===== src/rtl/ahb2gpio_pkg.sv =====
// -----------------------------------------------------------------------------
// ahb2gpio_pkg : register offsets, HSIZE encodings and byte-lane helpers
// Revision 1.0
// -----------------------------------------------------------------------------
`default_nettype none

package ahb2gpio_pkg;

  localparam logic [4:0] OFS_DOUT  = 5'h00;
  localparam logic [4:0] OFS_DIR   = 5'h04;
  localparam logic [4:0] OFS_DIN   = 5'h08;
  localparam logic [4:0] OFS_SET   = 5'h0C;
  localparam logic [4:0] OFS_CLR   = 5'h10;
  localparam logic [4:0] OFS_TGL   = 5'h14;
  localparam logic [4:0] OFS_IEN   = 5'h18;
  localparam logic [4:0] OFS_ISTAT = 5'h1C;

  localparam logic [2:0] HSIZE_BYTE = 3'd0;
  localparam logic [2:0] HSIZE_HALF = 3'd1;
  localparam logic [2:0] HSIZE_WORD = 3'd2;

  // Little-endian lane selection; unsupported sizes fall back to a full word.
  function automatic logic [3:0] lane_mask(input logic [2:0] size, input logic [1:0] addr);
    logic [3:0] m;
    case (size)
      HSIZE_BYTE: m = 4'b0001 << addr;
      HSIZE_HALF: m = addr[1] ? 4'b1100 : 4'b0011;
      default:    m = 4'b1111;
    endcase
    return m;
  endfunction

  function automatic logic [31:0] lane_bits(input logic [3:0] lanes);
    logic [31:0] b;
    b = '0;
    for (int i = 0; i < 4; i++) begin
      b[8*i +: 8] = {8{lanes[i]}};
    end
    return b;
  endfunction

endpackage

`default_nettype wire


===== src/rtl/gpio_sync.sv =====
// -----------------------------------------------------------------------------
// gpio_sync : multi-stage input synchroniser with rising-edge detect
// Revision 1.0
// -----------------------------------------------------------------------------
`default_nettype none

module gpio_sync #(
  parameter int WIDTH       = 16,
  parameter int SYNC_STAGES = 2
) (
  input  logic             clk,
  input  logic             rst_n,
  input  logic [WIDTH-1:0] pin_in,
  output logic [WIDTH-1:0] din,
  output logic [WIDTH-1:0] rise
);

  logic [WIDTH-1:0] stage [SYNC_STAGES];
  logic [WIDTH-1:0] din_d;

  always_ff @(posedge clk or negedge rst_n) begin
    if (!rst_n) begin
      for (int s = 0; s < SYNC_STAGES; s++) begin
        stage[s] <= '0;
      end
      din_d <= '0;
    end else begin
      stage[0] <= pin_in;
      for (int s = 1; s < SYNC_STAGES; s++) begin
        stage[s] <= stage[s-1];
      end
      din_d <= stage[SYNC_STAGES-1];
    end
  end

  assign din  = stage[SYNC_STAGES-1];
  assign rise = din & ~din_d;

endmodule

`default_nettype wire


===== src/rtl/ahb2gpio.sv =====
// -----------------------------------------------------------------------------
// ahb2gpio : zero-wait AHB-Lite GPIO slave with atomics and edge interrupts
// Revision 1.0
// -----------------------------------------------------------------------------
`default_nettype none

module ahb2gpio
  import ahb2gpio_pkg::*;
#(
  parameter int GPIO_W      = 16,
  parameter int SYNC_STAGES = 2
) (
  input  logic              HCLK,
  input  logic              HRESETn,
  input  logic              HSEL,
  input  logic              HREADY,
  input  logic [31:0]       HADDR,
  input  logic [1:0]        HTRANS,
  input  logic              HWRITE,
  input  logic [2:0]        HSIZE,
  input  logic [31:0]       HWDATA,
  output logic              HREADYOUT,
  output logic [31:0]       HRDATA,
  input  logic [GPIO_W-1:0] GPIO_IN,
  output logic [GPIO_W-1:0] GPIO_OUT,
  output logic [GPIO_W-1:0] GPIO_OE,
  output logic              GPIO_IRQ
);

  logic              sel_q;
  logic              write_q;
  logic [4:0]        addr_q;
  logic [1:0]        trans_q;
  logic [2:0]        size_q;

  logic [GPIO_W-1:0] dout, dir, ien, istat;
  logic [GPIO_W-1:0] dout_nx, dir_nx, ien_nx, istat_clr, istat_nx;
  logic [GPIO_W-1:0] din, rise;
  logic              irq;

  logic              wr_en;
  logic [2:0]        reg_idx;
  logic [31:0]       wr_mask32, wr_bits32;
  logic [GPIO_W-1:0] wr_mask, wr_bits;
  logic [31:0]       rdata;
  logic              unused_ok;

  always_ff @(posedge HCLK or negedge HRESETn) begin
    if (!HRESETn) begin
      sel_q   <= 1'b0;
      write_q <= 1'b0;
      addr_q  <= '0;
      trans_q <= '0;
      size_q  <= '0;
    end else if (HREADY) begin
      sel_q   <= HSEL;
      write_q <= HWRITE;
      addr_q  <= HADDR[4:0];
      trans_q <= HTRANS;
      size_q  <= HSIZE;
    end
  end

  gpio_sync #(
    .WIDTH       (GPIO_W),
    .SYNC_STAGES (SYNC_STAGES)
  ) u_sync (
    .clk    (HCLK),
    .rst_n  (HRESETn),
    .pin_in (GPIO_IN),
    .din    (din),
    .rise   (rise)
  );

  assign wr_en     = sel_q & write_q & trans_q[1];
  assign reg_idx   = addr_q[4:2];
  assign wr_mask32 = lane_bits(lane_mask(size_q, addr_q[1:0]));
  assign wr_bits32 = HWDATA & wr_mask32;
  assign wr_mask   = wr_mask32[GPIO_W-1:0];
  assign wr_bits   = wr_bits32[GPIO_W-1:0];

  // Unwritten lanes are zero in wr_bits, so SET/CLR/TGL/ISTAT use it directly.
  always_comb begin
    dout_nx   = dout;
    dir_nx    = dir;
    ien_nx    = ien;
    istat_clr = '0;
    if (wr_en) begin
      case (reg_idx)
        OFS_DOUT[4:2]:  dout_nx   = (dout & ~wr_mask) | wr_bits;
        OFS_DIR[4:2]:   dir_nx    = (dir & ~wr_mask) | wr_bits;
        OFS_SET[4:2]:   dout_nx   = dout | wr_bits;
        OFS_CLR[4:2]:   dout_nx   = dout & ~wr_bits;
        OFS_TGL[4:2]:   dout_nx   = dout ^ wr_bits;
        OFS_IEN[4:2]:   ien_nx    = (ien & ~wr_mask) | wr_bits;
        OFS_ISTAT[4:2]: istat_clr = wr_bits;
        default:        ;
      endcase
    end
  end

  // A fresh edge overrides a simultaneous write-1-to-clear.
  assign istat_nx = (istat & ~istat_clr) | rise;

  always_ff @(posedge HCLK or negedge HRESETn) begin
    if (!HRESETn) begin
      dout  <= '0;
      dir   <= '0;
      ien   <= '0;
      istat <= '0;
      irq   <= 1'b0;
    end else begin
      dout  <= dout_nx;
      dir   <= dir_nx;
      ien   <= ien_nx;
      istat <= istat_nx;
      irq   <= |(istat & ien);
    end
  end

  always_comb begin
    rdata = '0;
    case (reg_idx)
      OFS_DOUT[4:2], OFS_SET[4:2],
      OFS_CLR[4:2], OFS_TGL[4:2]: rdata[GPIO_W-1:0] = dout;
      OFS_DIR[4:2]:               rdata[GPIO_W-1:0] = dir;
      OFS_DIN[4:2]:               rdata[GPIO_W-1:0] = din;
      OFS_IEN[4:2]:               rdata[GPIO_W-1:0] = ien;
      OFS_ISTAT[4:2]:             rdata[GPIO_W-1:0] = istat;
      default:                    rdata = '0;
    endcase
  end

  assign HRDATA    = rdata;
  assign HREADYOUT = 1'b1;
  assign GPIO_OUT  = dout;
  assign GPIO_OE   = dir;
  assign GPIO_IRQ  = irq;

  assign unused_ok = &{1'b0, HADDR[31:5], wr_mask32, wr_bits32};

endmodule

`default_nettype wire


===== config.mk =====
export PLATFORM = sky130hd
export DESIGN_NAME = ahb2gpio
export DESIGN_NICKNAME = d
export VERILOG_FILES = /design/src/rtl/ahb2gpio_pkg.sv /design/src/rtl/gpio_sync.sv /design/src/rtl/ahb2gpio.sv
export SDC_FILE = /design/constraint.sdc
export NUM_CORES = 1
export LEC_CHECK = 0
export ABC_AREA = 0
export BUFFER_PORTS_ARGS = -buffer_cell sky130_fd_sc_hd__buf_4
export CORE_ASPECT_RATIO = 0.75
export CORE_UTILIZATION = 47
export DETAILED_ROUTE_END_ITERATION = 6
export PLACE_DENSITY = 0.81
export SYNTH_ARGS = -nofsm -noshare
export SYNTH_HDL_FRONTEND = slang
export SYNTH_SLANG_ARGS = --single-unit

===== constraint.sdc =====
create_clock -name HCLK -period 2 [get_ports HCLK]
set_input_delay 0.4 -clock HCLK [delete_from_list [all_inputs] [get_ports HCLK]]
set_output_delay 0.4 -clock HCLK [all_outputs]
set_load 0.05 [all_outputs]

---- Yosys cells after proc, flatten, opt, wreduce, memory -nomap -nowiden ----
Cells that the tools add are included.
cells by class
  reductions and logical operators ........ 8
  eq/ne operators ......................... 8
  bitwise gates (word level) .............. 20
  shift-type cells ........................ 1
  muxes and demuxes ....................... 6
operator list
  operator                                                                number
  16-bit AND                                                              8
  16-bit bitwise OR                                                       5
  16-bit case mux with 5 select lines                                     1
  16-bit NOT                                                              4
  16-bit case mux with 4 select lines                                     1
  16-bit 2-to-1 mux                                                       2
  16-bit OR reduction                                                     1
  16-bit bitwise XOR                                                      1
  3-bit equality test (second input constant)                             4
  3-bit by 1-bit equality test with 1-bit output (second input constant)  2
  3-bit by 2-bit equality test with 1-bit output (second input constant)  2
  3-bit logical NOT                                                       2
  2-bit AND reduction                                                     3
  2-bit case mux with 2 select lines                                      1
  4-bit nonzero test                                                      1
  4-bit OR reduction                                                      1
  1-bit AND                                                               2
  2-bit 2-to-1 mux                                                        1
  1-bit by 2-bit << shifter with 2-bit output (first input constant)      1
word-level totals
  output and inout port bits .............. 66
  bits of input ports ..................... 90
  flip-flop bits (word level) ............. 125
  logic and storage cells ................. 56

---- Logic depth before layout (Yosys ltp) ----
Gate-level depths: netlist of run 1.
  depth in word-level cells ............... 8
  mapped depth ............................ 11

---- Modules after synthesis ----
A second synthesis of run 1 with hierarchy kept.
unflattened totals
  cell total of the unflattened synthesis .. 495
  area, all modules ....................... 5744.3 µm²
by module, submodules not included
  module     area an instance (µm²)  times used  cells an instance  seq. area each (µm²)
  ahb2gpio   4202.8                  1           415                1901.8
  gpio_sync  1541.5                  1           80                 1201.2

---- Least setup slack after synthesis of run 1 ----
Ideal clock, no wire load.
  path type ............................... register -> output
  start ................................... register addr_q[4]
  end ..................................... output port HRDATA[10]
  cell stages (with the launch flop) ...... 5
  required time ........................... 1.600 ns
  buffers on the path ..................... 1
  arrival ................................. 2.143 ns
  setup slack ............................. -0.543 ns
  cell sequence ........................... dfrtp_1 -> nor3_2 -> clkbuf_1 -> a22oi_1 -> a31oi_1
between the ends
  cells in the longest elaborated chain, start to end .. 3
  elaborated cells on any way between the ends .. 10
RTL lines
  what                                                                    line             RTL
  start, declared                                                         ahb2gpio.sv:32   logic [4:0] addr_q;
  start signal, assigned                                                  ahb2gpio.sv:58   addr_q <= HADDR[4:0];
  3-bit by 2-bit equality test with 1-bit output (tied with other cells)  ahb2gpio.sv:123  case (reg_idx)
  4-bit OR reduction                                                      ahb2gpio.sv:123
  16-bit case mux with 5 select lines (*)                                 ahb2gpio.sv:123
  end, declared                                                           ahb2gpio.sv:23   output logic [31:0] HRDATA,
Mark *: on every way between the ends. The rest lies on a longest branch, timed or not.

---- Worst setup path after layout of run 1 ----
  start ................................... register addr_q[4]
  end ..................................... output port HRDATA[0]
The elaborated chain is that of the path after synthesis.

==> results of run 1 <==
-- power by group through the flow --
stage | clock network [mW] | registers, mW | logic [mW]
detailed placement | 0 | 3.46 | 4.01
global route | 3.43 | 3.60 | 4.75
finish | 3.31 | 3.56 | 4.56
CTS | 3.28 | 3.45 | 4.30
global placement | 0 | 3.42 | 3.89
floorplan | 0 | 4.30 | 1.86
-- through the flow --
| stage | util, % | cell area (um^2) |
|---|---|---|
| CTS | 69.4 | 7740 |
| floorplan | - | 5820 |
| detailed placement | 60.4 | 6730 |
| global route | 71.1 | 7920 |
| global placement | 60.4 | 6730 |
| finish | 71.1 | 7920 |
-- kinds of logic (layout without fill, tap and decap cells) --
| kind of cell | Yosys count | in the layout | share of synthesized area (%) |
|---|---|---|---|
| flops | 124 | 124 | 56.4 |
| simple gates | 86 | 86 | 7.33 |
| buf+inv | 81 | 208 | 6.99 |
| other cells | 2 | 17 | 0.137 |
| compound gates | 129 | 129 | 15.8 |
| fa+ha+maj | 16 | 16 | 3.64 |
| xor+xnor | 1 | 1 | 0.159 |
| mux | 47 | 47 | 9.51 |
-- layout make-up --
| type | count | area share, % |
|---|---|---|
| clock buffers | 19 | 5.47 |
| clock inverters | 13 | 2.40 |
| inverters | 38 | 1.83 |
| multi-input cells | 296 | 31.7 |
| flip-flops and latches | 124 | 39.2 |
| well taps | 140 | 2.21 |
| repair buffers | 138 | 17.2 |
-- metal layers --
metal,vias to the layer above,GRT usage (%),part of all wire (%)
li1,1970,-,-
met1,2379,36.4,39
met2,359,46.9,47
met3,77,8.59,9.7
met4,0,17.1,5.0
met5,-,0,0
-- what timing repair did --
action | CTS | global route
endpoints found under the hold margin | 19 | 0
gates cloned | 3 | 4
setup endpoints to repair | 17 | 34
setup buffers | 11 | 5
resized for setup | 50 | 24
hold buffers | 1 | 0
pin swaps | 18 | 26
-- final timing paths --
check,start,endpoint,slack [ns],depth (start not counted)
max,addr_q[4],HRDATA[0],-0.38,6
min,GPIO_IN[6],u_sync.stage[22],0.08,1
max reg2reg,size_q[1],GPIO_OUT[12],-0.04,8
min reg2reg,u_sync.stage[24],u_sync.din[8],0.35,0
max in group asynchronous,HRESETn,u_sync.din[13],0.92,3
min in group asynchronous,HRESETn,GPIO_OUT[1],0.43,2
-- placed cells by master, fill, tap and decap left out, types with 3 or more instances in the layout --
cell type	Yosys	final
sky130_fd_sc_hd__bufinv_16	0	4
sky130_fd_sc_hd__clkbuf_16	0	21
sky130_fd_sc_hd__nor2_2	0	6
sky130_fd_sc_hd__buf_4	18	97
sky130_fd_sc_hd__inv_1	37	37
sky130_fd_sc_hd__a211oi_1	11	10
sky130_fd_sc_hd__a22oi_2	0	29
sky130_fd_sc_hd__o22ai_1	8	8
sky130_fd_sc_hd__mux2i_1	5	5
sky130_fd_sc_hd__conb_1	2	17
sky130_fd_sc_hd__nor2_1	34	28
sky130_fd_sc_hd__a31oi_1	32	16
sky130_fd_sc_hd__ha_1	16	16
sky130_fd_sc_hd__buf_6	0	22
sky130_fd_sc_hd__buf_8	0	3
sky130_fd_sc_hd__nand2_1	36	35
sky130_fd_sc_hd__o21ai_0	26	25
sky130_fd_sc_hd__dfrtp_1	124	123
sky130_fd_sc_hd__a22o_1	12	12
sky130_fd_sc_hd__mux2_2	41	41
sky130_fd_sc_hd__clkinv_4	0	4
sky130_fd_sc_hd__a22oi_1	32	3
sky130_fd_sc_hd__buf_12	0	9
sky130_fd_sc_hd__and3_1	5	4
sky130_fd_sc_hd__a221oi_1	4	4
sky130_fd_sc_hd__a31oi_4	0	16
==> impl_table.tex, run 1 <==
\begin{tabular}{lr}
\hline
Metric & Value \\
\hline
\multicolumn{2}{l}{\textbf{Power and ir drop}} \\
\quad Cell Int Power & 6.72 mW \\
\quad Power per unit of standard cell area & 1440 nW/um\^{}2 \\
\quad Peak supply drop & 0.769 mV \\
\quad Register share of total power & 31.2\% \\
\quad Power share of the clock group & 29.0\% \\
\quad Switching power as a share of total power & 41.2\% \\
\quad Comb pwr share & 39.9\% \\
\quad Net switching power & $\sim$4.7 mW \\
\quad Post-layout total power & about 11 mW \\
\quad Static Leakage & about 3.6 nW \\
\multicolumn{2}{l}{\textbf{Detailed routing}} \\
\quad First-iteration detailed-routing DRC count & 444 \\
\quad ANT nets after route & 0 \\
\quad Total vias in the final route & 4785 \\
\quad Detailed-route vias per instance & 6.23 \\
\quad First-pass DRT Iterations & 5 \\
\quad Mean routed wirelength per cell & 24.1 um \\
\quad Detailed-route wire length & 18.5 mm \\
\quad Count of unresolved DRC violations after routing & 0 \\
\multicolumn{2}{l}{\textbf{Critical path}} \\
\quad Crit Path Max Fanout & 8 \\
\quad Cells along the critical path & buf\_6, nor3\_4, buf\_6, a22oi\_2, a31oi\_4, buf\_6 \\
\quad Most used cell, CP & sky130\_fd\_sc\_hd\_\_buf\_6 \\
\quad Combined buffer and inverter count along the critical path & 3 \\
\quad Slowest cell on the critical path & sky130\_fd\_sc\_hd\_\_dfrtp\_2 \\
\quad Data required time of the worst path & about 1.6 ns \\
\quad Kind of capture point of the worst setup path & output pin \\
\quad Largest delay share family, worst path & buffers and inverters \\
\quad Data arrival at the endpoint of the critical path & around 2.0 ns \\
\quad Path type of the worst setup path & flop to output pin \\
\quad Category of the worst setup path launch point & flop \\
\quad Delay of the slowest critical-path stage & roughly 0.46 ns \\
\multicolumn{2}{l}{\textbf{Outcome}} \\
\quad Outcome & complete, but fails checks \\
\quad Violated checks & negative setup slack \\
\multicolumn{2}{l}{\textbf{Synthesis}} \\
\quad Synthesized area divided by synthesized cell count & 11.3 um\^{}2 \\
\quad Count of unique library cells instantiated by Yosys & 36 \\
\quad Most frequent cells after synthesis & sky130\_fd\_sc\_hd\_\_dfrtp\_1, sky130\_fd\_sc\_hd\_\_mux2\_2, sky130\_fd\_sc\_hd\_\_inv\_1 \\
\quad Ys async rst share & 100\% \\
\quad Most frequently used flop master after synthesis & sky130\_fd\_sc\_hd\_\_dfrtp\_1 \\
\quad Synth warnings & 0 \\
\quad Register bit count reported by yosys & 124 \\
\quad Cell area after synthesis & about 5500 um\^{}2 \\
\quad Fraction of post-synthesis cell area in the top cell type by area & between 50\% and 60\% \\
\quad Most used standard cell by instance count after synthesis & sky130\_fd\_sc\_hd\_\_dfrtp\_1 \\
\quad Leading post-synthesis cells by cell area & sky130\_fd\_sc\_hd\_\_dfrtp\_1, sky130\_fd\_sc\_hd\_\_mux2\_2, sky130\_fd\_sc\_hd\_\_a22oi\_1 \\
\quad Sequential cell area fraction in the yosys report & 56.4\% \\
\quad Count of flip-flops with a built-in enable after synthesis & 0 \\
\quad Cells after Synth & 486 \\
\quad Cell type with the largest total area after synthesis & sky130\_fd\_sc\_hd\_\_dfrtp\_1 \\
\multicolumn{2}{l}{\textbf{Timing}} \\
\quad Number of max-slew violations in the final report & 0 \\
\quad Measured slew at the worst slew-check pin & around 0.76 ns \\
\quad Number of failing hold endpoints at the final stage & 0 \\
\quad Setup violation total in the final timing report & 19 \\
\quad Total negative slack for setup checks & -5.53 ns \\
\quad RSZ-0062 raised after global routing & yes \\
\quad Share of the cycle needed by the critical path after routing & 119\% \\
\quad Peak Freq & 420 MHz \\
\quad Final setup slack of the worst path & -0.381 ns \\
\quad Worst slew margin relative to its limit & between 40\% and 50\% \\
\quad Hold Slack & 0.0837 ns \\
\quad Layout Skew & 0.0148 ns \\
\quad Final min period & 2.38 ns \\
\multicolumn{2}{l}{\textbf{Die}} \\
\quad Placeable core area & 11100 um\^{}2 \\
\quad Top-level I/O count & 156 \\
\quad Die ar. & 12100 um\^{}2 \\
\quad Std cell rows & 33 \\
\quad Die boundary height & 95.7 um \\
\quad DIE WIDTH & 127 um \\
\quad Initial core utilization & between 40 and 50\% \\
\multicolumn{2}{l}{\textbf{Place}} \\
\quad Worst setup timing slack at the placement stage & between 0.006 and 0.007 ns \\
\quad DP Wirelength & between 9 and 10 mm \\
\quad Placed cell count & 714 \\
\quad Final weighted congestion in routability-driven placement & about 0.85 \\
\quad IO buf count & 94 \\
\multicolumn{2}{l}{\textbf{Clock tree}} \\
\quad Clock transition at path regs & about 0.06 ns \\
\quad Clk buf depth & 2 \\
\quad Clock Latency Late Sink & 0.42 ns \\
\quad Clock tree from TritonCTS & yes \\
\quad Number of buffers added by the clock tree synthesis step & 17 \\
\quad Sinks on Clock Net & 124 \\
\quad Clock root buffer & sky130\_fd\_sc\_hd\_\_clkbuf\_16 \\
\quad H-tree levels & 4 \\
\multicolumn{2}{l}{\textbf{Final layout}} \\
\quad Antenna fix cells & 0 \\
\quad Filler-free cell count of the finished design & 768 \\
\quad Final-stage net count & between 700 and 800 \\
\quad Sequential cell area & 3100 um\^{}2 \\
\quad Share of post-route cells with drive strength above 1 & 43.5\% \\
\quad Fillers & 684 \\
\quad Area of the multi-input gates & 2510 um\^{}2 \\
\quad Area overhead of the layout relative to synthesis & 44.1\% \\
\multicolumn{2}{l}{\textbf{Global route}} \\
\quad Remaining global-route overflow & 0 \\
\quad Antenna violations before repair & 0 \\
\quad Global Route Usage Sum & 29.5\% \\
\quad Pin count of the biggest net entering global routing & 68 \\
\quad Wire length of the first global-routing pass & 26.1 mm \\
\quad Via count of the first global-routing pass & 4789 \\
\multicolumn{2}{l}{\textbf{Min path}} \\
\quad Type of the tightest min-delay check & input port to flop \\
\multicolumn{2}{l}{\textbf{Run}} \\
\quad Reported max-cap violation count & 0 \\
\hline
\end{tabular}
Note: power is estimated with default switching activity, not from simulation.
==> run 2: changes to the inputs <==
Settings changed: TNS_END_PERCENT from default to 50.
==> impl_table.tex, run 2 (synthesized netlist as in run 1, its figures left out) <==
\begin{tabular}{lr}
\hline
Metric & Value \\
\hline
\multicolumn{2}{l}{\textbf{Timing}} \\
\quad Worst slew margin relative to its limit & 43.0\% (-5.9 points) \\
\quad Layout Skew & 0.00952 ns (-0.00528 ns) \\
\quad Number of failing hold endpoints at the final stage & 0 (unchanged) \\
\quad Number of max-slew violations in the final report & 0 (unchanged) \\
\quad Hold Slack & 0.0771 ns (-0.00661 ns) \\
\quad Final min period & 2.41 ns (+0.0258 ns) \\
\quad Measured slew at the worst slew-check pin & 0.851 ns (+0.0880 ns) \\
\quad Final setup slack of the worst path & -0.407 ns (-0.0258 ns) \\
\quad Setup violation total in the final timing report & 16 (-3) \\
\quad RSZ-0062 raised after global routing & yes \\
\quad Share of the cycle needed by the critical path after routing & 120\% (+1.3 points) \\
\quad Peak Freq & 415 MHz (-1.1\%) \\
\multicolumn{2}{l}{\textbf{Detailed routing}} \\
\quad Total vias in the final route & 4613 (-3.6\%) \\
\quad Detailed-route wire length & 16.9 mm (-8.8\%) \\
\quad First-pass DRT Iterations & 5 (unchanged) \\
\quad ANT nets after route & 0 (unchanged) \\
\quad First-iteration detailed-routing DRC count & 449 (+1.1\%) \\
\quad Detailed-route vias per instance & 6.05 (-2.8\%) \\
\quad Mean routed wirelength per cell & 22.1 um (-8.1\%) \\
\quad Count of unresolved DRC violations after routing & 0 (unchanged) \\
\multicolumn{2}{l}{\textbf{Power and ir drop}} \\
\quad Peak supply drop & 0.757 mV (-1.5\%) \\
\quad Power per unit of standard cell area & 1430 nW/um\^{}2 (-0.69\%) \\
\quad Static Leakage & 3.52 nW (-1.6\%) \\
\multicolumn{2}{l}{\textbf{Clock tree}} \\
\quad Clock transition at path regs & 0.06 ns (about the same) \\
\quad Number of buffers added by the clock tree synthesis step & 17 (unchanged) \\
\quad Sinks on Clock Net & 124 (unchanged) \\
\quad Clk buf depth & 2 (unchanged) \\
\quad Clock Latency Late Sink & 0.42 ns (about the same) \\
\quad Clock root buffer & sky130\_fd\_sc\_hd\_\_clkbuf\_16 \\
\quad H-tree levels & 4 (unchanged) \\
\quad Clock tree from TritonCTS & yes \\
\multicolumn{2}{l}{\textbf{Global route}} \\
\quad Antenna violations before repair & 0 (unchanged) \\
\quad Remaining global-route overflow & 0 (unchanged) \\
\quad Wire length of the first global-routing pass & 25.6 mm (-2.1\%) \\
\quad Global Route Usage Sum & 29.0\% (-0.55 points) \\
\quad Via count of the first global-routing pass & 4638 (-3.2\%) \\
\quad Pin count of the biggest net entering global routing & 42 (-38\%) \\
\multicolumn{2}{l}{\textbf{Critical path}} \\
\quad Crit Path Max Fanout & 8 (unchanged) \\
\quad Data required time of the worst path & 1.60 ns (about the same) \\
\quad Category of the worst setup path launch point & flop \\
\quad Data arrival at the endpoint of the critical path & 2.01 ns (+0.03 ns) \\
\quad Kind of capture point of the worst setup path & output pin \\
\quad Path type of the worst setup path & flop to output pin \\
\multicolumn{2}{l}{\textbf{Place}} \\
\quad DP Wirelength & 10.0 mm (+1.1\%) \\
\quad IO buf count & 94 (unchanged) \\
\quad Final weighted congestion in routability-driven placement & 0.863 (+1.2\%) \\
\multicolumn{2}{l}{\textbf{Outcome}} \\
\quad Outcome & complete, but fails checks \\
\quad Violated checks & negative setup slack \\
\multicolumn{2}{l}{\textbf{Die}} \\
\quad Std cell rows & 33 (unchanged) \\
\quad Die boundary height & 95.7 um (unchanged) \\
\quad Placeable core area & 11100 um\^{}2 (unchanged) \\
\quad Die ar. & 12100 um\^{}2 (unchanged) \\
\quad DIE WIDTH & 127 um (unchanged) \\
\quad Top-level I/O count & 156 (unchanged) \\
\quad Initial core utilization & 49.3\% (unchanged) \\
\multicolumn{2}{l}{\textbf{Run}} \\
\quad Reported max-cap violation count & 0 (unchanged) \\
\multicolumn{2}{l}{\textbf{Min path}} \\
\quad Type of the tightest min-delay check & input port to flop \\
\multicolumn{2}{l}{\textbf{Final layout}} \\
\quad Commonest non-fill, non-tap cells in the layout & sky130\_fd\_sc\_hd\_\_dfrtp\_1, sky130\_fd\_sc\_hd\_\_buf\_4, sky130\_fd\_sc\_hd\_\_mux2\_2, sky130\_fd\_sc\_hd\_\_inv\_1, sky130\_fd\_sc\_hd\_\_nand2\_1 \\
\quad Utilization of the core after routing & 69.9\% (-1.1 points) \\
\quad Final-stage net count & 715 (-0.83\%) \\
\quad Most common cell after layout, fill and taps aside & sky130\_fd\_sc\_hd\_\_dfrtp\_1 \\
\quad Area overhead of the layout relative to synthesis & 41.8\% \\
\quad Share of post-route cells with drive strength above 1 & 42.4\% (-1.0 points) \\
\quad Antenna fix cells & 0 (unchanged) \\
\quad Fillers & 706 (+3.2\%) \\
\hline
\end{tabular}
==> run 2: report_power, final <==
group	internal, mW	switching [mW]	leakage (nW)
sequential	2.96	0.571	1.43
clock	2.13	1.15	0.308
combinational	1.59	2.78	1.78
total	6.68	4.50	3.52
==> run 2: final timing paths <==
path / from / endpoint / slack [ns] / cells after the start
setup / recovery: addr_q[4] / HRDATA[1] / -0.41 / 6
hold / removal: GPIO_IN[15] / u_sync.stage[31] / 0.08 / 1
setup reg to reg: addr_q[4] / flop / 0.08 / 6
hold reg to reg: u_sync.stage[29] / u_sync.din[13] / 0.35 / 0
max in group asynchronous: HRESETn / istat[11] / 0.90 / 3
min in group asynchronous: HRESETn / write_q / 0.45 / 2
==> run 2: repair_timing <==
item                                   CTS  global route
gates cloned                             2             2
pin swaps                               18            13
endpoints found under the hold margin   25             0
hold buffers                             1             0
setup buffers                            4             1
gates resized for setup                 45            22
setup endpoints to repair               16            21
==> run 2: final cells by class <==
type | instances | area (um^2) | share of cell area [%]
Sequential cell | 124 | 3100 | 39.8
Multi-Input combinational cell | 296 | 2500 | 32.1
Timing Repair Buffer | 132 | 1230 | 15.8
Clock buffer | 19 | 443 | 5.68
Clock inverter | 13 | 190 | 2.44
Tap cell | 140 | 175 | 2.25
Inverter | 38 | 145 | 1.86
==> run 2: routing by layer <==
layer / share of wire [%] / GRT usage [%]
met5: 0 / 0
met4: 4.4 / 16.3
met3: 9.2 / 7.52
met2: 47 / 45.6
met1: 39 / 36.9
==> run 2: metrics by stage <==
step	TNS (ns)	total power, mW	std cells	worst slack, ns	area [um^2]
finish	-5.26	11.2	762	-0.407	7790
CTS	-5.22	11.0	761	-0.355	7700
global route	-6.03	11.6	762	-0.450	7790
global placement	0	7.33	722	0.0522	6810
detailed placement	0	7.47	722	0.0244	6810
floorplan	-1.25	6.15	501	-0.123	5810
==> run 2: critical path, stage by stage, from the launching register on <==
cell and delay (ns):
sky130_fd_sc_hd__dfrtp_1 0.43, sky130_fd_sc_hd__buf_6 0.16, sky130_fd_sc_hd__nor3_4 0.23, sky130_fd_sc_hd__buf_6 0.22
sky130_fd_sc_hd__a22oi_2 0.14, sky130_fd_sc_hd__a31oi_4 0.23, sky130_fd_sc_hd__buf_6 0.19
==> run 3: changes to the inputs <==
Settings changed: BUFFER_PORTS_ARGS -buffer_cell sky130_fd_sc_hd__buf_4 to -buffer_cell sky130_fd_sc_hd__buf_2, SYNTH_HIERARCHICAL from default to 1.
==> impl_table.tex, run 3 <==
\begin{tabular}{lr}
\hline
Metric & Value \\
\hline
\multicolumn{2}{l}{\textbf{Outcome}} \\
\quad Outcome & complete, but fails checks \\
\quad Violated checks & negative setup slack \\
\multicolumn{2}{l}{\textbf{Power and ir drop}} \\
\quad Switching power as a share of total power & 40.5\% (+0.28 points) \\
\quad Cell Int Power & 6.42 mW (-3.8\%) \\
\quad Register share of total power & 32.0\% (+0.4 points) \\
\quad Peak supply drop & 0.844 mV (+11\%) \\
\quad Power share of the clock group & 29.4\% (about the same) \\
\quad Power per unit of standard cell area & 1400 nW/um\^{}2 (-2.2\%) \\
\quad Net switching power & 4.38 mW (-2.7\%) \\
\quad Static Leakage & 3.44 nW (-2.3\%) \\
\quad Comb pwr share & 38.5\% (-0.6 points) \\
\multicolumn{2}{l}{\textbf{Detailed routing}} \\
\quad Detailed-route wire length & 16.0 mm (-5.1\%) \\
\quad Detailed-route vias per instance & 5.78 (-4.5\%) \\
\quad Mean routed wirelength per cell & 20.6 um (-7.0\%) \\
\quad Total vias in the final route & 4500 (-2.4\%) \\
\quad Count of unresolved DRC violations after routing & 0 (unchanged) \\
\quad First-pass DRT Iterations & 5 (unchanged) \\
\quad ANT nets after route & 0 (unchanged) \\
\quad First-iteration detailed-routing DRC count & 378 (-16\%) \\
\multicolumn{2}{l}{\textbf{Clock tree}} \\
\quad Number of buffers added by the clock tree synthesis step & 17 (unchanged) \\
\quad Clock tree from TritonCTS & yes \\
\quad Clock root buffer & sky130\_fd\_sc\_hd\_\_clkbuf\_16 \\
\quad H-tree levels & 4 (unchanged) \\
\quad Clock Latency Late Sink & 0.42 ns (about the same) \\
\quad Clock transition at path regs & 0.06 ns (about the same) \\
\quad Sinks on Clock Net & 124 (unchanged) \\
\quad Clk buf depth & 2 (unchanged) \\
\multicolumn{2}{l}{\textbf{Critical path}} \\
\quad Crit Path Max Fanout & 14 (+6) \\
\quad Slowest cell on the critical path & sky130\_fd\_sc\_hd\_\_dfrtp\_2 \\
\quad Path type of the worst setup path & flop to output pin \\
\quad Cells along the critical path & nand2b\_4, xnor2\_4, buf\_12, nor2\_1, a31oi\_4, buf\_6 \\
\quad Category of the worst setup path launch point & flop \\
\quad Data arrival at the endpoint of the critical path & 1.99 ns (-0.02 ns) \\
\quad Data required time of the worst path & 1.60 ns (about the same) \\
\quad Delay of the slowest critical-path stage & 0.45 ns (+0.02 ns) \\
\quad Kind of capture point of the worst setup path & output pin \\
\multicolumn{2}{l}{\textbf{Global route}} \\
\quad Antenna violations before repair & 0 (unchanged) \\
\quad Wire length of the first global-routing pass & 25.0 mm (-2.4\%) \\
\quad Remaining global-route overflow & 0 (unchanged) \\
\quad Global Route Usage Sum & 26.4\% (-2.6 points) \\
\quad Via count of the first global-routing pass & 4698 (+1.3\%) \\
\quad Pin count of the biggest net entering global routing & 65 (+55\%) \\
\multicolumn{2}{l}{\textbf{Synthesis}} \\
\quad Synth warnings & 6 (+6) \\
\quad Register bit count reported by yosys & 124 (unchanged) \\
\quad Cell type with the largest total area after synthesis & sky130\_fd\_sc\_hd\_\_dfrtp\_1 \\
\quad Cells after Synth & 495 (+1.9\%) \\
\quad Leading post-synthesis cells by cell area & sky130\_fd\_sc\_hd\_\_dfrtp\_1, sky130\_fd\_sc\_hd\_\_mux2\_2, sky130\_fd\_sc\_hd\_\_buf\_4 \\
\quad Count of unique library cells instantiated by Yosys & 36 (unchanged) \\
\quad Synthesized area divided by synthesized cell count & 11.6 um\^{}2 (+2.6\%) \\
\quad Count of flip-flops with a built-in enable after synthesis & 0 (unchanged) \\
\quad Cell area after synthesis & 5740 um\^{}2 (+4.5\%) \\
\quad Fraction of post-synthesis cell area in the top cell type by area & 54.0\% (-2.4 points) \\
\quad Most used standard cell by instance count after synthesis & sky130\_fd\_sc\_hd\_\_dfrtp\_1 \\
\quad Sequential cell area fraction in the yosys report & 54.0\% (-2.4 points) \\
\quad Ys async rst share & 100\% (unchanged) \\
\quad Most frequent cells after synthesis & sky130\_fd\_sc\_hd\_\_dfrtp\_1, sky130\_fd\_sc\_hd\_\_nand2\_1, sky130\_fd\_sc\_hd\_\_mux2\_2 \\
\quad Most frequently used flop master after synthesis & sky130\_fd\_sc\_hd\_\_dfrtp\_1 \\
\multicolumn{2}{l}{\textbf{Final layout}} \\
\quad Share of post-route cells with drive strength above 1 & 44.5\% (+2.0 points) \\
\quad Commonest non-fill, non-tap cells in the layout & sky130\_fd\_sc\_hd\_\_dfrtp\_1, sky130\_fd\_sc\_hd\_\_buf\_2, sky130\_fd\_sc\_hd\_\_nand2\_1, sky130\_fd\_sc\_hd\_\_mux2\_2, sky130\_fd\_sc\_hd\_\_nor2\_1 \\
\quad Area overhead of the layout relative to synthesis & 34.2\% \\
\quad Antenna fix cells & 0 (unchanged) \\
\quad Most common cell after layout, fill and taps aside & sky130\_fd\_sc\_hd\_\_dfrtp\_1 \\
\quad Final-stage net count & 712 (-0.42\%) \\
\quad Layout Cell Area excl Fill & 7710 um\^{}2 (-1.1\%) \\
\quad Filler-free cell count of the finished design & 778 (+2.1\%) \\
\multicolumn{2}{l}{\textbf{Die}} \\
\quad Die boundary height & 97.7 um (+2.2\%) \\
\quad Top-level I/O count & 156 (unchanged) \\
\quad DIE WIDTH & 130 um (+2.2\%) \\
\quad Std cell rows & 34 (+3.0\%) \\
\quad Die ar. & 12700 um\^{}2 (+4.4\%) \\
\quad Placeable core area & 11700 um\^{}2 (+5.3\%) \\
\quad Initial core utilization & 48.9\% (-0.39 points) \\
\multicolumn{2}{l}{\textbf{Timing}} \\
\quad Final min period & 2.39 ns (-0.0195 ns) \\
\quad Number of failing hold endpoints at the final stage & 0 (unchanged) \\
\quad Layout Skew & 0.0143 ns (+0.00483 ns) \\
\quad Final setup slack of the worst path & -0.388 ns (+0.0195 ns) \\
\quad Setup violation total in the final timing report & 17 (+1) \\
\quad Share of the cycle needed by the critical path after routing & 119\% (-0.97 points) \\
\quad RSZ-0062 raised after global routing & yes \\
\quad Number of max-slew violations in the final report & 0 (unchanged) \\
\quad Peak Freq & 419 MHz (+0.82\%) \\
\multicolumn{2}{l}{\textbf{Place}} \\
\quad Placed cell count & 739 (+2.4\%) \\
\quad IO buf count & 94 (unchanged) \\
\quad DP Wirelength & 9.95 mm (-0.58\%) \\
\quad Cell area reported after detailed placement & 6740 um\^{}2 (-1.0\%) \\
\quad Final weighted congestion in routability-driven placement & 0.828 (-4.0\%) \\
\multicolumn{2}{l}{\textbf{Run}} \\
\quad Reported max-cap violation count & 0 (unchanged) \\
\multicolumn{2}{l}{\textbf{Min path}} \\
\quad Type of the tightest min-delay check & input port to flop \\
\hline
\end{tabular}
-- run 3: cell types whose count changed in the layout (fill, tap and decap cells not counted), moves of 8 or more --
| cell | previous run | this run |
|---|---|---|
| sky130_fd_sc_hd__buf_4 | 94 | 26 |
| sky130_fd_sc_hd__inv_1 | 37 | 15 |
| sky130_fd_sc_hd__o21ai_0 | 25 | 9 |
| sky130_fd_sc_hd__a22oi_1 | 2 | 13 |
| sky130_fd_sc_hd__nand2_1 | 36 | 44 |
| sky130_fd_sc_hd__buf_2 | 1 | 77 |
| sky130_fd_sc_hd__a22oi_2 | 30 | 19 |
| sky130_fd_sc_hd__a22o_1 | 12 | 4 |
| sky130_fd_sc_hd__nor2b_4 | 1 | 16 |
| sky130_fd_sc_hd__a21o_1 | 0 | 16 |
-- run 3: through the flow --
stage / power (mW) / TNS [ns] / hold slack [ns] / util (%) / setup slack [ns]
CTS: 10.7 / -5.16 / 0.0802 / 64.7 / -0.332
global placement: 7.06 / -0.0748 / 0.258 / 57.4 / -0.0190
global route: 11.2 / -6.24 / 0.0746 / 65.6 / -0.425
floorplan: 6.23 / 0 / 0.104 / - / 0.0141
finish: 10.8 / -5.42 / 0.0842 / 65.6 / -0.388
detailed placement: 7.22 / -0.391 / 0.262 / 57.4 / -0.0653
-- run 3: power by group through the flow --
stage	Combinational [mW]	Sequential (mW)	Clock [mW]
final	4.16	3.46	3.18
after global routing	4.37	3.50	3.30
after CTS	4.07	3.42	3.18
after detailed placement	3.77	3.45	0
after global placement	3.65	3.41	0
after floorplan	1.91	4.32	0
-- run 3: routing by layer --
| layer | up-vias | GRT usage (%) | wire length (um) |
|---|---|---|---|
| li1 | 1937 | - | - |
| met1 | 2221 | 34.5 | 6740 |
| met2 | 289 | 40.0 | 7440 |
| met3 | 53 | 6.90 | 1270 |
| met4 | 0 | 14.3 | 554 |
| met5 | - | 0 | 0 |
-- run 3: final timing paths --
path                                   from  cells after the start               end  slack (ns)
min in group asynchronous           HRESETn                      2  u_sync/stage[31]        0.38
hold / removal                   GPIO_IN[3]                      1  u_sync/stage[19]        0.08
hold reg to reg            u_sync/stage[24]                      0     u_sync/din[8]        0.35
setup / recovery                  addr_q[4]                      6         HRDATA[2]       -0.39
max in group asynchronous           HRESETn                      3         addr_q[4]        0.99
setup reg to reg                  addr_q[3]                      7              flop           0
-- run 3: what timing repair did --
item | 4_1_cts | 5_1_grt
pin swaps | 8 | 8
hold endpoints to repair | 10 | 0
resized for setup | 49 | 19
setup buffers | 4 | 4
endpoints found under the setup margin | 16 | 33
hold buffers | 1 | 0
gates cloned | 1 | 0
-- run 3: worst max-delay path, delay by kind of cell (launching register included) --
family	cells	cell delay, ns
flip-flops	1	0.45
XOR/XNOR	1	0.25
AND/OR/NAND/NOR	2	0.28
buffers and inverters	2	0.38
AO/OA/AOI/OAI	1	0.20
-- run 3: area by class of cell --
type	count	area (um^2)
inverter	16	62.6
tap	162	203
timing repair buffer	136	1060
multi-input combinational	311	2670
clock inverter	9	138
clock buffer	20	467
fill	824	4030
sequential	124	3110
-- run 3: logic make-up after synthesis --
group	synth area share [%]
flops	54.0
compound gates	14.8
simple gates	10.8
buf+inv	7.30
mux	9.28
fa+ha+maj	3.49
other cells	0.131
xor+xnor	0.153
